File: src/rtl/flex_updown_counter.sv
// flex_updown_counter: parametrised up/down counter over the range 1..rollover_val
// with parallel load, wrap/saturate mode, registered terminal flag and wrap pulse.
//
// Optional feature macro: FLEX_CNT_WRAP_TALLY_EN adds the WRAP_CNT_BITS parameter
// and the wrap_count port, a saturating tally of wrap events.
//
// Ports:
//   clk           rising-edge clock
//   n_rst         asynchronous reset, active low
//   clear         synchronous clear (highest priority)
//   load          synchronous parallel load of load_val
//   load_val      value loaded when load=1
//   count_enable  advance the count this cycle
//   count_up      1 = increment, 0 = decrement
//   saturate      1 = hold at bound, 0 = wrap
//   rollover_val  upper bound of the count range (lower bound is 1)
//   count_out     registered count
//   rollover_flag registered, high while count_out == rollover_val
//   wrap_pulse    registered one-cycle pulse coincident with a wrapped count
//   wrap_count    wrap tally (FLEX_CNT_WRAP_TALLY_EN only)
module flex_updown_counter #(
  parameter int unsigned NUM_CNT_BITS  = 4
`ifdef FLEX_CNT_WRAP_TALLY_EN
  , parameter int unsigned WRAP_CNT_BITS = 8
`endif
) (
  input  logic                    clk,
  input  logic                    n_rst,
  input  logic                    clear,
  input  logic                    load,
  input  logic [NUM_CNT_BITS-1:0] load_val,
  input  logic                    count_enable,
  input  logic                    count_up,
  input  logic                    saturate,
  input  logic [NUM_CNT_BITS-1:0] rollover_val,
  output logic [NUM_CNT_BITS-1:0] count_out,
  output logic                    rollover_flag,
  output logic                    wrap_pulse
`ifdef FLEX_CNT_WRAP_TALLY_EN
  , output logic [WRAP_CNT_BITS-1:0] wrap_count
`endif
);

  localparam int unsigned CW = NUM_CNT_BITS;

  logic [CW-1:0] next_count;
  logic          next_flag;
  logic          next_wrap;

  // Next-state: clear > load > count_enable > hold
  always_comb begin
    next_count = count_out;
    next_wrap  = 1'b0;
    if (clear) begin
      next_count = '0;
    end else if (load) begin
      next_count = load_val;
    end else if (count_enable) begin
      if (rollover_val == '0) begin
        next_count = '0;
      end else if (count_up) begin
        if (count_out >= rollover_val) begin
          if (saturate) begin
            next_count = rollover_val;
          end else begin
            next_count = CW'(1);
            next_wrap  = 1'b1;
          end
        end else begin
          next_count = count_out + CW'(1);
        end
      end else begin
        // Down-count bottoms out at 1; a count of 0 (reset/load) also counts as bottom
        if (count_out <= CW'(1)) begin
          if (!saturate) begin
            next_count = rollover_val;
            next_wrap  = 1'b1;
          end
        end else begin
          next_count = count_out - CW'(1);
        end
      end
    end
    next_flag = !clear && (next_count == rollover_val);
  end

  // Single register stage for count and status
  always_ff @(posedge clk or negedge n_rst) begin
    if (!n_rst) begin
      count_out     <= '0;
      rollover_flag <= 1'b0;
      wrap_pulse    <= 1'b0;
    end else begin
      count_out     <= next_count;
      rollover_flag <= next_flag;
      wrap_pulse    <= next_wrap;
    end
  end

`ifdef FLEX_CNT_WRAP_TALLY_EN
  // Saturating wrap tally; load leaves it untouched
  always_ff @(posedge clk or negedge n_rst) begin
    if (!n_rst) begin
      wrap_count <= '0;
    end else if (clear) begin
      wrap_count <= '0;
    end else if (next_wrap && (wrap_count != '1)) begin
      wrap_count <= wrap_count + WRAP_CNT_BITS'(1);
    end
  end
`endif

endmodule
File: config.mk
export PLATFORM = sky130hd
export DESIGN_NAME = flex_updown_counter
export DESIGN_NICKNAME = d
export VERILOG_FILES = /design/src/rtl/flex_updown_counter.sv
export SDC_FILE = /design/constraint.sdc
export NUM_CORES = 1
export LEC_CHECK = 0
export ABC_AREA = 1
export CAP_MARGIN = 0
export CORE_AREA = 2 2 56 58
export CTS_CLUSTER_DIAMETER = 100
export DETAILED_ROUTE_END_ITERATION = 8
export DIE_AREA = 0 0 58 60
export GPL_ROUTABILITY_DRIVEN = 1
export SYNTH_ARGS = -nofsm -noshare
export SYNTH_HDL_FRONTEND = slang
export SYNTH_SLANG_ARGS = --single-unit
File: constraint.sdc
create_clock -name clk -period 1.85 [get_ports clk]
set_input_delay 0.2775 -clock clk [delete_from_list [all_inputs] [get_ports clk]]
set_output_delay 0.2775 -clock clk [all_outputs]
set_load 0.03 [all_outputs]
==> metrics.cfg, run 1 <==
[placed_design]
numPortBuffers = 20
placed_cells = 220
place.gp.congestion = 0.9558
post-place-ws_ns = -0.3773
placed_area_um2 = 1257
dp_hpwl_um = 2135

[detailed_routing]
avgViaCountPerCell = 4.868
dr.pass1.iters = 4
vias = 1105
avgRoutedWirePerCell_um = 12.00
ant_nets = 0
dr.first_iter.drc_count = 41
drc = 0
wl_um = 2723

[floorplan]
num_rows = 20
core_area_um2 = 2903
die_h_um = 60
ios = 21
die_w_um = 58
start_util_pct = 30.39
die-area_um2 = 3480

[pwr]
p_comb_share_pct = 60.1
p_int_uw = 402.4
p_leak_nw = 0.7543
p_seq_share_pct = 22.7
power.switching_uw = 280.0
switching_share_pct = 41.02
p_clk_share_pct = 17.2
p_per_area_nw_per_um2 = 476.7
ir_drop_mv = 0.2916

[synth]
yosysUniqueCellTypes = 26
synth_cells = 149
synth_area_um2 = 882.1
syn_nets = 171
yosysSeqAreaShare_pct = 17.02
avgSynthCellArea_um2 = 5.920
ys_warn_count = 0
synth-seq-cells = 6

[sta]
hold_viol_final = 0
slew_violations = 0
setup_ws_ns = 0.04174
period_minus_slack_ns = 1.808
min_period_over_period_pct = 97.74
rsz0062_at_grt = yes
skew_ns = 0.002740
worstMarginPinSlew_ns = 0.3140
setup_viol = 0
relSlewSlack_pct = 79.00
fmax_mhz = 553.0

[setup_path]
cp.required_ns = 2.03
startpoint_type = flip-flop
arrival_ns = 1.98
end_kind = flip-flop
slowest_stage = dfrtp_2
worstSetupPathType = reg2reg
critPathMaxStageDelay_ns = 0.47
cp_max_fo = 4
path_common_cell = nand2_2
path_cells = inv_4, ha_4, nor2_2, nor2_4, nand2_1, a31oi_1, nand2_2, nand2_2, nand2_2, buf_4, buf_4, inv_1

[final_layout]
multi_input_area_um2 = 713.2
final_common_cell = nand2_1
fin_cells = 227
final_cell_mix = 37 x nand2_1, 24 x buf_4, 20 x inv_1
final-seq-area_um2 = 153.9
fillCellCount = 282
nets = 218
antenna_cells = 0
design_area_um2 = 1431
areaGrowthSynthToFinish_pct = 62.27
drive_above_1_share_pct = 36.60

[grt]
grt_pass1_wl_um = 4298
grt_usage_pct = 16.24
grt_overflow = 0
antenna_found_initial = 0
grt_pass1_vias = 1011
grt_start_max_net_pins = 9

[clock_tree]
clock_path_buffers = 2
cts-buffers-inserted = 3
clock-root-buffer = clkbuf_4
clock_latency_ns = 0.24
clk_pin_slew_ns = 0.04
cts_tree = built
hold_buffers = 0
cts.htree.levels = 1
cts.sinks = 6

[outcome]
status = completed

[worst_hold_path]
holdCritPathClass = in2async

[flow_run]
cap_violations = 0

## power by group through the flow
stage	Clock, mW	Combinational, mW	Sequential (mW)
final	0.117	0.410	0.155
after global placement	0	0.346	0.153
after detailed placement	0	0.350	0.153
after CTS	0.128	0.374	0.154
after floorplan	0	0.192	0.173
after global routing	0.136	0.452	0.155
## sequential cells by signal, indices dropped and copies added, names as in the netlist
register	count
count_out	4
rollover_flag	1
wrap_pulse	1
## stage by stage
| step | hold WS (ns) | setup TNS [ns] | utilization, % | total power [mW] |
|---|---|---|---|---|
| final | 0.2726 | 0 | 49.31 | 0.6824 |
| after global routing | 0.2721 | -0.1244 | 49.31 | 0.7437 |
| after CTS | 0.2658 | 0 | 46.55 | 0.6559 |
| after detailed placement | 0.5335 | -1.627 | 43.32 | 0.5027 |
| after global placement | 0.5302 | -1.419 | 43.32 | 0.4994 |
| after floorplan | -0.01809 | 0 | - | 0.3650 |
## worst paths after layout
path	slack (ns)	cells past startpoint	endpoint	start
min in group clk	0.58	5	rollover_flag	rollover_val[2]
worst min-delay path	0.27	1	wrap_pulse	n_rst
max in group asynchronous	1.35	1	count_out[3]	n_rst
worst max-delay path	0.04	12	count_out[1]	count_out[1]
worst max register to register	0.04	12	count_out[1]	count_out[1]
worst min register to register	0.94	6	rollover_flag	count_out[3]
## cell usage after synthesis
cell	n	area [µm²]
clkinv_4	1	8.760
nor2_4	1	11.26
ha_1	7	87.58
a21oi_2	2	17.52
nor2_1	11	41.29
nor3_1	2	10.01
nand3_1	12	60.06
dfrtp_1	6	150.1
buf_4	1	7.510
o21ai_2	1	8.760
o21ai_0	1	5.000
a21oi_1	7	35.03
o21ai_1	1	5.000
o2111ai_1	1	8.760
nand2_2	6	37.54
nor2_2	2	12.51
nand3_2	2	20.02
inv_2	5	18.77
a31oi_1	2	12.51
nand2_1	45	168.9
o211ai_1	1	7.510
buf_6	1	11.26
or2_2	1	6.260
inv_1	24	90.09
xnor2_1	1	8.760
nand4_1	5	31.28
## critical path, delay by kind of cell (launching register included)
| kind | cells | cell delay, ns |
|---|---|---|
| AOI/OAI and AO/OA | 1 | 0.22 |
| adders and majority gates | 1 | 0.15 |
| buffers and inverters | 4 | 0.40 |
| DFF | 1 | 0.47 |
| and+or+nand+nor | 6 | 0.50 |
## area by class of cell
type                            count  area share, %
Inverter                           30          8.566
Multi-Input combinational cell    111          49.83
Tap cell                           33          2.885
Sequential cell                     6          10.75
Clock buffer                        3          1.573
Timing Repair Buffer               44          26.40
## per-layer routing
layer / share of wire, % / track usage [%] / routed length, µm / up-vias
li1: - / - / - / 563
met1: 44 / 20.21 / 1204 / 507
met2: 51 / 28.90 / 1387 / 33
met3: 4.0 / 3.030 / 110 / 2
met4: 0.77 / 3.987 / 21 / 0
met5: 0 / 0 / 0 / -
## what timing repair did
item / CTS / global route
resized for setup: 16 / 17
pin swaps: 8 / 13
setup endpoints to repair: 4 / 5
buffers inserted: 2 / 2
## cells by family after synthesis
logic type	Yosys count	share of synthesized area [%]
simple gates	87	45.25
buf+inv	32	15.46
compound gates	16	11.35
fa+ha+maj	7	9.929
flops	6	17.02
xor+xnor	1	0.9931
Power figures use the tool's default switching activity.
==> run 2: changes to the inputs <==
- CAP_MARGIN: 0 -> default
==> results of run 2 <==
Same layout as run 1: the final DEF is identical, and so are final timing and power.
